==> src/rtl/td_mac_array.sv <==
// td_mac_array: multi-channel time-domain multiply-accumulate.
// Each channel input x_i becomes a pulse x_i cycles long. While a channel's
// pulse is high, its coefficient w_i is added into one shared accumulator
// every cycle, so one frame yields sum(w_i * x_i). The result can build up
// across frames. When it does, it saturates at the top of the ACC_W range
// and sets a sticky overflow flag.
//
// Handshakes (valid/ready):
//   - Input side: a frame is accepted on a rising edge where in_valid and
//     in_ready are both 1. in_ready is 1 only in IDLE.
//   - Output side: out_valid stays 1 and out stays stable until a rising edge
//     where out_ready is 1. After that edge the block returns to IDLE.
//   - in/coeff/acc_en are sampled only on the accept edge.
module td_mac_array #(
   parameter int unsigned N_BIT      = 2,
   parameter int unsigned W_BIT      = 2,
   parameter int unsigned N_CH       = 4,
   parameter bit          EARLY_EXIT = 1'b0,
   localparam int unsigned CH_W      = (N_CH > 1) ? $clog2(N_CH) : 1,
   localparam int unsigned ACC_W     = N_BIT + W_BIT + CH_W
) (
   input  logic                    clk,
   input  logic                    rst,
   input  logic                    in_valid,
   output logic                    in_ready,
   input  logic [N_CH*N_BIT-1:0]   in,
   input  logic [N_CH*W_BIT-1:0]   coeff,
   input  logic                    acc_en,
   output logic                    out_valid,
   input  logic                    out_ready,
   output logic [ACC_W-1:0]        out,
   output logic                    ovf,
   output logic                    t,
   output logic                    busy,
   output logic [1:0]              fsm_state
);

   typedef enum logic [1:0] {
      IDLE = 2'd0,
      ENC  = 2'd1,
      DONE = 2'd2
   } state_t;

   localparam int unsigned MAXX = (2 ** N_BIT) - 1;
   localparam logic [N_BIT-1:0] LAST_TCNT = N_BIT'(MAXX - 1);

   state_t state;
   state_t state_nxt;

   logic [N_BIT-1:0] x_r [N_CH];
   logic [W_BIT-1:0] w_r [N_CH];
   logic [N_BIT-1:0] tcnt;
   logic [ACC_W-1:0] acc;
   logic             ovf_r;

   logic [N_CH-1:0]  pulse;
   logic [ACC_W-1:0] step;
   logic [N_BIT-1:0] max_x;
   logic [ACC_W:0]   sum_wide;
   logic             last_cycle;
   logic             accept;

   // Channel pulses, this cycle's coefficient sum, and the longest pulse.
   always_comb begin
      pulse = '0;
      step  = '0;
      max_x = '0;
      for (int i = 0; i < int'(N_CH); i++) begin
         pulse[i] = (tcnt < x_r[i]);
         if (pulse[i]) begin
            step = step + ACC_W'(w_r[i]);
         end
         if (x_r[i] > max_x) begin
            max_x = x_r[i];
         end
      end
   end

   // Accumulator plus one carry bit, so saturation can be detected.
   assign sum_wide = {1'b0, acc} + {1'b0, step};

   // Last encode cycle: either the full window or the end of the longest pulse.
   // When every x_i is 0 the early-exit form still spends one cycle in ENC.
   assign last_cycle = EARLY_EXIT ? (({1'b0, tcnt} + (N_BIT + 1)'(1)) >= {1'b0, max_x})
                                  : (tcnt == LAST_TCNT);

   assign accept = in_valid && (state == IDLE);

   // State register.
   always_ff @(posedge clk or posedge rst) begin
      if (rst) begin
         state <= IDLE;
      end else begin
         state <= state_nxt;
      end
   end

   // Next-state logic: IDLE -> ENC -> DONE -> IDLE.
   always_comb begin
      state_nxt = state;
      case (state)
         IDLE: if (in_valid) state_nxt = ENC;
         ENC:  if (last_cycle) state_nxt = DONE;
         DONE: if (out_ready) state_nxt = IDLE;
         default: state_nxt = IDLE;
      endcase
   end

   // Datapath: capture on accept, then accumulate and count during ENC.
   always_ff @(posedge clk or posedge rst) begin
      if (rst) begin
         for (int i = 0; i < int'(N_CH); i++) begin
            x_r[i] <= '0;
            w_r[i] <= '0;
         end
         tcnt  <= '0;
         acc   <= '0;
         ovf_r <= 1'b0;
      end else if (accept) begin
         for (int i = 0; i < int'(N_CH); i++) begin
            x_r[i] <= in[i*N_BIT +: N_BIT];
            w_r[i] <= coeff[i*W_BIT +: W_BIT];
         end
         tcnt <= '0;
         if (!acc_en) begin
            acc   <= '0;
            ovf_r <= 1'b0;
         end
      end else if (state == ENC) begin
         tcnt <= tcnt + N_BIT'(1);
         if (sum_wide[ACC_W]) begin
            acc   <= '1;
            ovf_r <= 1'b1;
         end else begin
            acc <= sum_wide[ACC_W-1:0];
         end
      end
   end

   assign in_ready  = (state == IDLE);
   assign out_valid = (state == DONE);
   assign busy      = (state != IDLE);
   assign t         = (state == ENC) && (|pulse);
   assign out       = acc;
   assign ovf       = ovf_r;
   assign fsm_state = state;

endmodule

==> config.mk <==
export PLATFORM = sky130hd
export DESIGN_NAME = td_mac_array
export DESIGN_NICKNAME = d
export VERILOG_FILES = /design/src/rtl/td_mac_array.sv
export SDC_FILE = /design/constraint.sdc
export NUM_CORES = 1
export LEC_CHECK = 0
export CORE_UTILIZATION = 47
export DETAILED_ROUTE_END_ITERATION = 8
export PLACE_DENSITY = 0.73
export SYNTH_ARGS = -nofsm -noshare
export SYNTH_HDL_FRONTEND = slang
export SYNTH_SLANG_ARGS = --single-unit
export TNS_END_PERCENT = 100
==> constraint.sdc <==
create_clock -name clk -period 4.1 [get_ports clk]
set_input_delay 1.23 -clock clk [delete_from_list [all_inputs] [get_ports clk]]
set_output_delay 1.23 -clock clk [all_outputs]
set_load 0.005 [all_outputs]
# --- Word-level counts from Yosys, hierarchy flattened ---
# Cells that the tools add are included.
totals:
  register_bits: 27
  word_cells: 56
  in_bits: 21
classes:
  addsub: 5
  mux: 18
  reduce_logical: 10
  n_eq_ne: 7
  n_lt_le_gt_ge: 4
op_table:
  columns: ["operator", "n"]
  rows:
  - ["6-bit 2-to-1 mux", 7]
  - ["6-bit by 2-bit adder with 6-bit output", 3]
  - ["2-bit 2-to-1 mux", 6]
  - ["2-bit < comparator", 4]
  - ["6-bit by 6-bit adder with 7-bit output", 1]
  - ["2-bit inequality test, second input constant", 3]
  - ["2-bit case mux with 3 select lines", 1]
  - ["3-bit AND reduction", 2]
  - ["2-bit nonzero test", 3]
  - ["2-bit == test, second input constant", 2]
  - ["1-bit 2-to-1 mux", 4]
  - ["4-bit OR reduction", 1]
  - ["2-bit by 1-bit adder with 2-bit output, second input constant", 1]
  - ["2-bit by 1-bit == test with 1-bit output, second input constant", 1]
  - ["1-bit logical AND", 2]
  - ["2-bit zero test", 1]
  - ["2-bit by 1-bit inequality test with 1-bit output, second input constant", 1]
  - ["2-bit AND reduction", 1]

# --- Longest topological paths before layout ---
# Gate-level depths: netlist of the first run.
depth:
  word_depth: 12
  ltp_mapped: 21
  ltp_nobuf: 21

# --- Worst setup path after synthesis of the first run ---
# No wires, ideal clock.
synth_path:
  path_type: "register -> register"
  from: "reg tcnt[1]"
  to: "reg acc[3] (netlist: out[3])"
  setup_time_ns: 0.087
  slack_ns: -0.228
  arrival_ns: 4.241
  path_stages_with_launch: 17
  path_buffers: 0
  synth_period_minus_slack_ns: 4.328
  path_cell_list: "dfrtp_1 -> ha_1 -> a21oi_2 -> ha_1 -> fa_1 -> nand2b_1 -> a21oi_1 -> a21oi_1 -> fa_1 -> a21o_1 -> fa_1 -> o22a_1 -> fa_1 -> nand2b_1 -> a21oi_1 -> o21ai_1 -> o211ai_1"
synth_via:
  elab_chain_len: 12
synth_lines:
  columns: ["element", "line", "rtl"]
  rows:
  - ["from (decl)", "52", "logic [N_BIT-1:0] tcnt;"]
  - ["from (signal assigned)", "130", "tcnt <= tcnt + N_BIT'(1);"]
  - ["2-bit < comparator", "69", "pulse[i] = (tcnt < x_r[i]);"]
  - ["2-bit 2-to-1 mux", "70", "if (pulse[i]) begin"]
  - ["6-bit by 2-bit adder with 6-bit output", "71", "step = step + ACC_W'(w_r[i]);"]
  - ["6-bit 2-to-1 mux", "70", null]
  - ["6-bit by 2-bit adder with 6-bit output", "71", null]
  - ["6-bit 2-to-1 mux", "70", null]
  - ["6-bit by 2-bit adder with 6-bit output", "71", null]
  - ["6-bit 2-to-1 mux *", "70", null]
  - ["6-bit by 6-bit adder with 7-bit output *", "80", "assign sum_wide = {1'b0, acc} + {1'b0, step};"]
  - ["6-bit 2-to-1 mux *", "131", "if (sum_wide[ACC_W]) begin"]
  - ["6-bit 2-to-1 mux *", "129", "end else if (state == ENC) begin"]
  - ["6-bit 2-to-1 mux *", "119", "end else if (accept) begin"]
  - ["to (signal assigned)", "135", "acc <= sum_wide[ACC_W-1:0];"]
  - ["to (decl)", "53", "logic [ACC_W-1:0] acc;"]
# Every way passes the cells marked *; elsewhere a longest branch is shown, timed or not. The select of a mux whose other input is x is not followed.
# A chain may end at the register's enable or synchronous reset.

# --- Final worst setup path of the first run ---
layout_path:
  from: "reg tcnt[1]"
  to: "reg acc[5] (netlist: out[5])"
# The elaborated chain is that of the path after synthesis.

==> qor.log, run 1 <==
[run_status] run status complete, but fails checks
[run_status] failing checks negative setup slack
[routing] via count 1565
[floorplanning] Boundary Pins 34
[logic_synthesis] Synth warnings 0
[critical_path] data required time at the worst endpoint 4.30 ns
[logic_synthesis] post-synth net total 219
[routing] Total Wirelength 4555 µm
[logic_synthesis] count of cell types in the netlist 46
[global_route] global-route wire length before repair 7369 µm
[logic_synthesis] netlist area before placement 1864 µm²
[finish] Area Overhead vs Synth 43.29%
[timing] final worst path period share 102.8%
[global_route] initial antenna violation count 0
[logic_synthesis] number of enable-type register cells in the synthesized netlist 0
[critical_path] largest stage delay on the critical path 0.47 ns
[global_route] overflow left after global routing 0
[timing] Final Hold Vio Count 0
[routing] Detail Route Antenna Nets 0
[clocking] master cell of the clock root buffer sky130_fd_sc_hd__clkbuf_8
[floorplanning] initial core utilization 49.80%
[logic_synthesis] total of flip-flops plus latches after synthesis 27
[min_path] kind of path behind the tightest hold check reg2reg
[clocking] clock net sink count 27
[logic_synthesis] mean instance size in the synthesized netlist 10.42 µm²
[finish] area of the multi-input gates 1334 µm²
[timing] minimum period implied by the final worst setup slack 4.214 ns
[floorplanning] Die ar. 4222 µm²
[timing] Fin Setup TNS -0.2257 ns
[critical_path] highest net fanout along the worst path 3
[floorplanning] die outline width 64.98 µm
[floorplanning] area of the core 3744 µm²
[finish] final net count 276
[global_route] vias in the first global route 1625
[timing] Final Worst Setup Slack -0.1135 ns
[critical_path] launching element type of the critical path register
[floorplanning] die boundary height 64.98 µm
[finish] number of fill cells in the layout 268
[run] number of maximum-capacitance constraint violations 0
[critical_path] launching point of the worst reg2reg path tcnt[1]$_DFFE_PP0P_
[global_route] global-route usage over all layers 22.98%
[critical_path] total buffers and inverters traversed by the critical path 1
[timing] Slew @ Worst Pin 1.056 ns
[clocking] Clock H-tree levels 1
[timing] worst max-slew margin expressed relative to the limit 29.53%
[placement] number of buffers added on ports 33
[routing] routed wirelength normalized by instance count 16.10 µm
[routing] Detailed Route Iter0 Violations 73
[routing] length of the first detailed-routing pass in iterations 4
[logic_synthesis] sequential-to-total area share from yosys stat 36.24%
[routing] DRC errors left 0
[routing] Vias/cell 5.530
[critical_path] crit path cell chain ha_4 -> buf_4 -> a21oi_2 -> fa_1 -> nand2b_1 -> a21oi_2 -> a21oi_2 -> fa_1 -> a21o_1 -> fa_2 -> nor2_2 -> xnor2_1 -> ha_1 -> and3_4 -> a221o_1 -> nor4b_4 -> nor3_2
[timing] final count of pins violating max slew 0
[finish] share of post-route cells with drive strength above 1 38.72%
[global_route] largest net degree at the start of global routing 28
[critical_path] Crit Path Class reg2reg
[finish] register area 676.9 µm²
[clocking] clock-pin slew of the registers on the worst-case setup and hold paths 0.10 ns
[critical_path] kind of capture point of the worst setup path register
[clocking] Post-CTS Hold Buffers 0
[min_path] startpoint of the most critical hold path x_r[5]$_DFFE_PP0P_
[logic_synthesis] Mapped Cells 179
[timing] setup violation total in the final timing report 6
[critical_path] cell seen most often among critical-path stages sky130_fd_sc_hd__a21oi_2
[critical_path] worst setup path startpoint tcnt[1]$_DFFE_PP0P_
[logic_synthesis] fraction of registers with async set or reset after synthesis 100.0%
[critical_path] worst endpoint data arrival time 4.42 ns
[logic_synthesis] commonest register cell after synthesis sky130_fd_sc_hd__dfrtp_1
[finish] number of inserted diodes 0
[placement] routability-driven placement congestion ratio 0.8436
[critical_path] cell with the largest stage delay on the worst path sky130_fd_sc_hd__fa_1
[floorplanning] std cell rows 22
[clocking] CTS tree built
[clocking] source-to-sink clock delay at the later pin of the worst-skew pair 0.27 ns
[placement] placed wire-length estimate after detailed placement 3065 µm
[clocking] total clock buffers created by CTS 3
[critical_path] cell family with most CP delay adder cells
[timing] RSZ-0062 raised after global routing true
[timing] Achievable Freq 237.3 MHz
[timing] final worst clock skew 0.005950 ns
[clocking] Clock Path Buffers 2
==> cell usage in the layout, fill, tap and decap left out, types with 2 or more instances in the layout <==
cell type,count
sky130_fd_sc_hd__a211oi_2,3
sky130_fd_sc_hd__a21o_1,6
sky130_fd_sc_hd__a21oi_1,4
sky130_fd_sc_hd__a21oi_2,8
sky130_fd_sc_hd__a21oi_4,3
sky130_fd_sc_hd__buf_4,20
sky130_fd_sc_hd__clkbuf_8,3
sky130_fd_sc_hd__clkdlybuf4s50_1,33
sky130_fd_sc_hd__dfrtp_1,26
sky130_fd_sc_hd__fa_1,2
sky130_fd_sc_hd__fa_2,2
sky130_fd_sc_hd__ha_1,10
sky130_fd_sc_hd__ha_4,4
sky130_fd_sc_hd__inv_1,15
sky130_fd_sc_hd__inv_2,2
sky130_fd_sc_hd__mux2_2,15
sky130_fd_sc_hd__nand2_1,8
sky130_fd_sc_hd__nand2_2,3
sky130_fd_sc_hd__nand2b_1,6
sky130_fd_sc_hd__nand2b_2,2
sky130_fd_sc_hd__nand2b_4,4
sky130_fd_sc_hd__nand3_1,2
sky130_fd_sc_hd__nand3_2,2
sky130_fd_sc_hd__nor2_1,3
sky130_fd_sc_hd__nor2_2,2
sky130_fd_sc_hd__nor2b_1,4
sky130_fd_sc_hd__nor3_2,4
sky130_fd_sc_hd__o21ai_0,4
sky130_fd_sc_hd__o21ai_1,3
sky130_fd_sc_hd__o22ai_2,2
sky130_fd_sc_hd__xnor2_1,2
==> routing by layer <==
layer / vias up / track usage, % / share of wire, % / wire (µm)
li1: 746 / - / - / -
met5: - / 0 / 0 / 0
met1: 762 / 29.22 / 44 / 1994
met2: 45 / 39.58 / 50 / 2261
met4: 0 / 7.500 / 2.3 / 106
met3: 12 / 3.345 / 4.2 / 192
==> final cells by class <==
class | instances | share of cell area [%]
clock buffer | 4 | 1.686
sequential | 27 | 25.34
inverter | 17 | 2.389
tap | 48 | 2.248
multi-input combinational | 133 | 49.93
timing repair buffer | 54 | 18.41
==> repair_timing <==
action	4_1_cts	5_1_grt
pin swaps	10	14
endpoints found under the setup margin	7	7
buffers inserted	7	3
resized for setup	23	16
==> final timing paths <==
kind | slack (ns) | endpoint | depth (start not counted)
min in group asynchronous | 1.51 | fsm_state[1]$_DFFE_PP0P_ | 2
worst max register to register | -0.11 | out[5]$_DFFE_PP0P_ | 17
worst min register to register | 0.51 | x_r[5]$_DFFE_PP0P_ | 1
max in group asynchronous | 1.88 | tcnt[1]$_DFFE_PP0P_ | 2
worst max-delay path | -0.11 | out[5]$_DFFE_PP0P_ | 17
worst min-delay path | 0.51 | x_r[5]$_DFFE_PP0P_ | 1
==> state kept, by name, indices dropped and copies added (netlist names) <==
name	count
ovf	1
x_r	8
w_r	8
fsm_state	2
out	6
tcnt	2
==> cells by family (layout without fill, tap and decap cells) <==
logic type / after synthesis / after routing / share of synthesized area [%]
xor+xnor: 4 / 4 / 2.282
buf+inv: 19 / 75 / 4.228
compound gates: 47 / 47 / 17.92
flops: 27 / 27 / 36.24
fa+ha+maj: 19 / 19 / 14.36
simple gates: 47 / 47 / 15.30
mux: 16 / 16 / 9.664
==> cell usage after synthesis (6+ instances only) <==
cell                       number  area (µm²)
sky130_fd_sc_hd__a21oi_1       11       55.05
sky130_fd_sc_hd__nand2_1       11       41.29
sky130_fd_sc_hd__mux2_2        15       168.9
sky130_fd_sc_hd__dfrtp_1       27       675.7
sky130_fd_sc_hd__ha_1          15       187.7
sky130_fd_sc_hd__nand2b_1       8       50.05
sky130_fd_sc_hd__o21ai_0        7       35.03
sky130_fd_sc_hd__inv_1         17       63.81
sky130_fd_sc_hd__a21o_1         6       45.04
==> per-stage QoR <==
step                      cell area [µm²]  setup slack [ns]  hold WS, ns  cells  utilization [%]
after CTS                            2579           -0.1343       0.5177    280            68.88
after floorplan                      1899          -0.01446       0.4642    179                -
after global routing                 2671           -0.2494       0.5433    283            71.36
after detailed placement             2357           -0.1929       0.4886    269            62.97
final                                2671           -0.1135       0.5144    283            71.36
after global placement               2357          -0.05830       0.4859    269            62.97
==> worst register-to-register path, cell delays in order (launching register included) <==
cell and delay (ns):
sky130_fd_sc_hd__dfrtp_2 0.43, sky130_fd_sc_hd__ha_4 0.27, sky130_fd_sc_hd__buf_4 0.13, sky130_fd_sc_hd__a21oi_2 0.17, sky130_fd_sc_hd__fa_1 0.43, sky130_fd_sc_hd__nand2b_1 0.09
sky130_fd_sc_hd__a21oi_2 0.05, sky130_fd_sc_hd__a21oi_2 0.16, sky130_fd_sc_hd__fa_1 0.47, sky130_fd_sc_hd__a21o_1 0.19, sky130_fd_sc_hd__fa_2 0.38, sky130_fd_sc_hd__nor2_2 0.12
sky130_fd_sc_hd__xnor2_1 0.15, sky130_fd_sc_hd__ha_1 0.30, sky130_fd_sc_hd__and3_4 0.20, sky130_fd_sc_hd__a221o_1 0.33, sky130_fd_sc_hd__nor4b_4 0.15, sky130_fd_sc_hd__nor3_2 0.13
Power of run 1 is not shown: default switching activity piles up to over one toggle a cycle in this logic, so the estimate is an artifact.
==> inputs of run 2 (changes only) <==
SETUP_SLACK_MARGIN = 0.15   (was default)
==> qor.log, run 2 (synthesis gave the netlist of run 1 again) <==
[run_status] run status complete, but fails checks
[run_status] failing checks negative setup slack
[floorplanning] area of the core 3744 µm² [unchanged]
[timing] RSZ-0062 raised after global routing true
[timing] setup violation total in the final timing report 7 [+1]
[timing] Final Hold Vio Count 0 [unchanged]
[min_path] Worst Hold Depth 1 [unchanged]
[placement] Area after DPL 2377 µm² [+0.85%]
[floorplanning] die boundary height 64.98 µm [unchanged]
[critical_path] highest net fanout along the worst path 5 [+2]
[finish] most common library cell in the layout ignoring fill and taps sky130_fd_sc_hd__clkdlybuf4s50_1
[clocking] CTS tree built
[timing] Achievable Freq 230.3 MHz [-3.0%]
[floorplanning] std cell rows 22 [unchanged]
[finish] Post-Layout Inst Area 2545 µm² [-4.7%]
[floorplanning] Boundary Pins 34 [unchanged]
[routing] Vias/cell 5.489 [-0.74%]
[clocking] Post-CTS Hold Buffers 0 [unchanged]
[global_route] global-route usage over all layers 22.21% [-0.77 points]
[routing] Detailed Route Iter0 Violations 83 [+14%]
[timing] final count of pins violating max slew 0 [unchanged]
[routing] Detail Route Antenna Nets 0 [unchanged]
[placement] placed wire-length estimate after detailed placement 3090 µm [+0.82%]
[floorplanning] die outline width 64.98 µm [unchanged]
[finish] Area Overhead vs Synth 36.51%
[timing] worst max-slew margin expressed relative to the limit 30.33% [+0.79 points]
[timing] final worst clock skew 0.004645 ns [-0.001305 ns]
[finish] number of inserted diodes 0 [unchanged]
[global_route] initial antenna violation count 0 [unchanged]
[floorplanning] Die ar. 4222 µm² [unchanged]
[global_route] overflow left after global routing 0 [unchanged]
[critical_path] Crit Path Class reg2reg
[critical_path] worst endpoint data arrival time 4.55 ns [+0.13 ns]
[critical_path] R2R depth 18 [+1]
[routing] routed wirelength normalized by instance count 15.39 µm [-4.4%]
[critical_path] launching element type of the critical path register
[routing] DRC errors left 0 [unchanged]
[finish] most frequent cells in the layout sky130_fd_sc_hd__clkdlybuf4s50_1, sky130_fd_sc_hd__dfrtp_1, sky130_fd_sc_hd__inv_1
[routing] via count 1515 [-3.2%]
[placement] number of buffers added on ports 33 [unchanged]
[finish] share of post-route cells with drive strength above 1 32.02% [-6.7 points]
[clocking] total clock buffers created by CTS 3 [unchanged]
[critical_path] kind of capture point of the worst setup path register
[floorplanning] initial core utilization 49.80% [unchanged]
[placement] routability-driven placement congestion ratio 0.8723 [+3.4%]
[clocking] master cell of the clock root buffer sky130_fd_sc_hd__clkbuf_8
[global_route] global-route wire length before repair 7217 µm [-2.1%]
[global_route] largest net degree at the start of global routing 28 [unchanged]
[routing] Total Wirelength 4247 µm [-6.8%]
[clocking] source-to-sink clock delay at the later pin of the worst-skew pair 0.28 ns [about the same]
[run] number of maximum-capacitance constraint violations 0 [unchanged]
[timing] final worst path period share 105.9% [+3.2 points]
[routing] length of the first detailed-routing pass in iterations 4 [unchanged]
[clocking] clock net sink count 27 [unchanged]
[finish] final net count 269 [-2.5%]
[global_route] vias in the first global route 1624 [-0.062%]
[placement] worst slack, placed -0.2140 ns [-0.02110 ns]
[critical_path] data required time at the worst endpoint 4.30 ns [about the same]
[clocking] Clock H-tree levels 1 [unchanged]
[clocking] Clock Path Buffers 2 [unchanged]
[timing] Final Worst Setup Slack -0.2430 ns [-0.1295 ns]
[min_path] kind of path behind the tightest hold check reg2reg
[timing] minimum period implied by the final worst setup slack 4.343 ns [+0.1295 ns]
[timing] Slew @ Worst Pin 1.044 ns [-0.01191 ns]
[clocking] clock-pin slew of the registers on the worst-case setup and hold paths 0.10 ns [about the same]
[finish] number of fill cells in the layout 298 [+11%]
## run 2: changes by cell type in the layout (fill, tap and decap cells not counted), sizes merged
cell	delta
buf	-7
clkbuf	-1
clkinvlp	+1
## run 2: critical path: stages, from the launching register on
cell                       delay (ns)
sky130_fd_sc_hd__dfrtp_2         0.43
sky130_fd_sc_hd__ha_4            0.28
sky130_fd_sc_hd__a21oi_2         0.06
sky130_fd_sc_hd__ha_2            0.19
sky130_fd_sc_hd__fa_1            0.47
sky130_fd_sc_hd__nand2b_1        0.06
sky130_fd_sc_hd__a21oi_2         0.14
sky130_fd_sc_hd__a21oi_2         0.06
sky130_fd_sc_hd__fa_2            0.56
sky130_fd_sc_hd__a21oi_2         0.06
sky130_fd_sc_hd__ha_1            0.28
sky130_fd_sc_hd__a21oi_1         0.07
sky130_fd_sc_hd__a211o_1         0.28
sky130_fd_sc_hd__o22ai_1         0.18
sky130_fd_sc_hd__ha_1            0.31
sky130_fd_sc_hd__and3_1          0.18
sky130_fd_sc_hd__a221o_1         0.35
sky130_fd_sc_hd__nor4b_4         0.14
sky130_fd_sc_hd__nor3_2          0.14
## run 2: metrics by stage
stage | utilization, % | instances | setup TNS [ns] | hold slack [ns]
2_1_floorplan | - | 179 | 0 | 0.4642
3_3_place_gp | 63.50 | 266 | -0.07785 | 0.4810
3_5_place_dp | 63.50 | 266 | -0.5650 | 0.4853
4_1_cts | 66.24 | 272 | -0.7811 | 0.5128
5_1_grt | 67.98 | 276 | -2.039 | 0.5324
6_report | 67.98 | 276 | -0.7060 | 0.5171
## run 2: final timing paths
path                                      from             endpoint  slack [ns]
setup reg to reg           tcnt[1]$_DFFE_PP0P_   out[5]$_DFFE_PP0P_       -0.24
setup / recovery           tcnt[1]$_DFFE_PP0P_   out[5]$_DFFE_PP0P_       -0.24
max in group asynchronous                  rst  tcnt[1]$_DFFE_PP0P_        1.90
min in group asynchronous                  rst      ovf$_DFFE_PP0P_        1.49
hold reg to reg             x_r[5]$_DFFE_PP0P_   x_r[5]$_DFFE_PP0P_        0.52
hold / removal              x_r[5]$_DFFE_PP0P_   x_r[5]$_DFFE_PP0P_        0.52
## run 2: cell type report
class,instances,area [µm²],area share [%]
sequential,27,676.9,26.60
tap,48,60.06,2.360
inverter,17,63.81,2.507
timing repair buffer,47,435.4,17.11
clock buffer,3,41.29,1.622
clock inverter,1,7.507,0.2950
multi-input combinational,133,1260,49.51
## run 2: metal layers
metal | wire, µm | share of wire, % | track usage [%] | up-vias
li1 | - | - | - | 733
met1 | 1936 | 46 | 28.84 | 744
met2 | 2131 | 50 | 36.46 | 30
met3 | 116 | 2.7 | 4.577 | 8
met4 | 62 | 1.5 | 7.500 | 0
met5 | 0 | 0 | 0 | -
## run 2: repair_timing
item,4_1_cts,5_1_grt
setup endpoints to repair,7,7
buffers inserted,2,4
pin swaps,8,9
resized for setup,9,7
Power of run 2 is left out for the same reason.
==> inputs of run 3 (changes only) <==
CAP_MARGIN = 10   (was default)
CORE_UTILIZATION = 49   (was 47)
CTS_BUF_LIST = sky130_fd_sc_hd__clkbuf_8   (was default)
PLACE_DENSITY = 0.75   (was 0.73)
==> qor.log, run 3 (synthesis gave the netlist of run 1 again) <==
[finish] final net count 268 [-0.37%]
[global_route] GRT met1 Usage 30.63% [+1.8 points]
[routing] routed wirelength normalized by instance count 14.79 µm [-3.9%]
[floorplanning] Die ar. 4055 µm² [-4.0%]
[clocking] total clock buffers created by CTS 3 [unchanged]
[critical_path] launching element type of the critical path register
[global_route] met2 track utilization from global routing 38.30% [+1.8 points]
[timing] final count of pins violating max slew 0 [unchanged]
[finish] most common library cell in the layout ignoring fill and taps sky130_fd_sc_hd__clkdlybuf4s50_1
[routing] Detailed Route Iter0 Violations 33 [-60%]
[clocking] Clock H-tree levels 1 [unchanged]
[routing] length of the first detailed-routing pass in iterations 4 [unchanged]
[run_status] failing checks negative setup slack
[timing] Fin Setup TNS -0.2697 ns [+0.4364 ns]
[placement] placed wire-length estimate after detailed placement 3066 µm [-0.80%]
[timing] final worst path period share 103.6% [-2.3 points]
[clocking] source-to-sink clock delay at the later pin of the worst-skew pair 0.27 ns [about the same]
[clocking] clock net sink count 27 [unchanged]
[floorplanning] area of the core 3661 µm² [-2.2%]
[floorplanning] std cell rows 22 [unchanged]
[routing] Detail Route Antenna Nets 0 [unchanged]
[global_route] global-route wire length before repair 7210 µm [about the same]
[global_route] vias in the first global route 1587 [-2.3%]
[clocking] CTS tree built
[finish] Area Overhead vs Synth 35.97%
[min_path] kind of path behind the tightest hold check reg2reg
[critical_path] highest net fanout along the worst path 3 [-2]
[finish] most frequent cells in the layout sky130_fd_sc_hd__clkdlybuf4s50_1, sky130_fd_sc_hd__dfrtp_1, sky130_fd_sc_hd__inv_1
[placement] routability-driven placement congestion ratio 0.9255 [+6.1%]
[routing] DRC errors left 0 [unchanged]
[run_status] run status complete, but fails checks
[floorplanning] die outline width 63.68 µm [-2.0%]
[timing] Slew @ Worst Pin 0.6738 ns [-0.3702 ns]
[critical_path] kind of capture point of the worst setup path register
[timing] Final Hold Vio Count 0 [unchanged]
[placement] number of buffers added on ports 33 [unchanged]
[routing] Vias/cell 5.531 [+0.76%]
[critical_path] data required time at the worst endpoint 4.30 ns [about the same]
[global_route] layer carrying the most global-route usage met2
[finish] number of inserted diodes 0 [unchanged]
[placement] worst slack, placed -0.1162 ns [+0.09780 ns]
[finish] share of post-route cells with drive strength above 1 31.72% [-0.30 points]
[timing] final worst clock skew 0.006448 ns [+0.001802 ns]
[global_route] overflow left after global routing 0 [unchanged]
[clocking] clock-pin slew of the registers on the worst-case setup and hold paths 0.10 ns [about the same]
[timing] worst-case hold slack 0.5183 ns [+0.001252 ns]
[timing] Final Worst Setup Slack -0.1480 ns [+0.09506 ns]
[floorplanning] Boundary Pins 34 [unchanged]
[global_route] initial antenna violation count 0 [unchanged]
[global_route] global-route usage over all layers 22.63% [+0.42 points]
[critical_path] Crit Path Class reg2reg
[timing] worst max-slew margin expressed relative to the limit 54.99% [+25 points]
[global_route] GR met3 Demand/Resource 3.442% [-1.1 points]
[clocking] Clock Path Buffers 2 [unchanged]
[floorplanning] die boundary height 63.68 µm [-2.0%]
[global_route] largest net degree at the start of global routing 28 [unchanged]
[floorplanning] initial core utilization 50.92% [+1.1 points]
[timing] RSZ-0062 raised after global routing true
[timing] Achievable Freq 235.4 MHz [+2.2%]
[clocking] master cell of the clock root buffer sky130_fd_sc_hd__clkbuf_8
[routing] via count 1521 [+0.40%]
[critical_path] worst endpoint data arrival time 4.45 ns [-0.10 ns]
[timing] setup violation total in the final timing report 5 [-2]
[timing] minimum period implied by the final worst setup slack 4.248 ns [-0.09506 ns]
[run] number of maximum-capacitance constraint violations 0 [unchanged]
[routing] Total Wirelength 4066 µm [-4.3%]
## run 3: cell types whose count changed in the layout (fill, tap and decap cells not counted), sizes merged
cell	before	now
buf	14	13
clkinv	0	1
clkinvlp	1	0
## run 3: final timing paths
path                                     start             endpoint  slack (ns)  cells after the start
max in group asynchronous                  rst  tcnt[1]$_DFFE_PP0P_        2.28                      3
setup reg to reg           tcnt[1]$_DFFE_PP0P_   out[5]$_DFFE_PP0P_       -0.15                     17
setup / recovery           tcnt[1]$_DFFE_PP0P_   out[5]$_DFFE_PP0P_       -0.15                     17
min in group asynchronous                  rst   w_r[3]$_DFFE_PP0P_        1.32                      2
hold / removal              x_r[7]$_DFFE_PP0P_   x_r[7]$_DFFE_PP0P_        0.52                      1
hold reg to reg             x_r[7]$_DFFE_PP0P_   x_r[7]$_DFFE_PP0P_        0.52                      1
## run 3: layout make-up
cell class	instances	area (µm²)
Clock inverter	1	5.005
Fill cell	282	1126
Multi-Input combinational cell	133	1240
Timing Repair Buffer	46	447.9
Clock buffer	3	41.29
Tap cell	48	60.06
Inverter	17	63.81
Sequential cell	27	676.9
## run 3: worst max-delay path: stages (launching register included)
cell and delay [ns]:
sky130_fd_sc_hd__dfrtp_2 0.43, sky130_fd_sc_hd__ha_4 0.17, sky130_fd_sc_hd__nand2b_4 0.14, sky130_fd_sc_hd__a21oi_4 0.12, sky130_fd_sc_hd__ha_2 0.20, sky130_fd_sc_hd__fa_1 0.40, sky130_fd_sc_hd__nand2b_1 0.10, sky130_fd_sc_hd__a21oi_2 0.05
sky130_fd_sc_hd__a21oi_2 0.14, sky130_fd_sc_hd__fa_1 0.47, sky130_fd_sc_hd__a21o_1 0.19, sky130_fd_sc_hd__fa_2 0.54, sky130_fd_sc_hd__o22ai_1 0.09, sky130_fd_sc_hd__ha_1 0.32, sky130_fd_sc_hd__a21o_1 0.19, sky130_fd_sc_hd__a221o_1 0.36
sky130_fd_sc_hd__nor4b_4 0.15, sky130_fd_sc_hd__nor3_2 0.12
## run 3: repair_timing
action | 4_1_cts | 5_1_grt
pin swaps | 13 | 2
setup endpoints to repair | 7 | 7
setup buffers | 3 | 1
resized for setup | 12 | 3
hold buffers | 0 | 0
hold endpoints to repair | 0 | 0
## run 3: layer usage
layer | part of all wire [%] | routed length [µm] | vias up
met3 | 4.8 | 195 | 4
met5 | 0 | 0 | -
met1 | 47 | 1897 | 741
met2 | 48 | 1951 | 43
li1 | - | - | 733
met4 | 0.54 | 22 | 0
## run 3: through the flow
step / util [%] / std cells / cell area (µm²)
final: 69.24 / 275 / 2535
after global routing: 69.24 / 275 / 2535
after CTS: 67.94 / 273 / 2487
after detailed placement: 64.94 / 266 / 2377
after global placement: 64.94 / 266 / 2377
after floorplan: - / 179 / 1942
Power of run 3 is left out for the same reason.
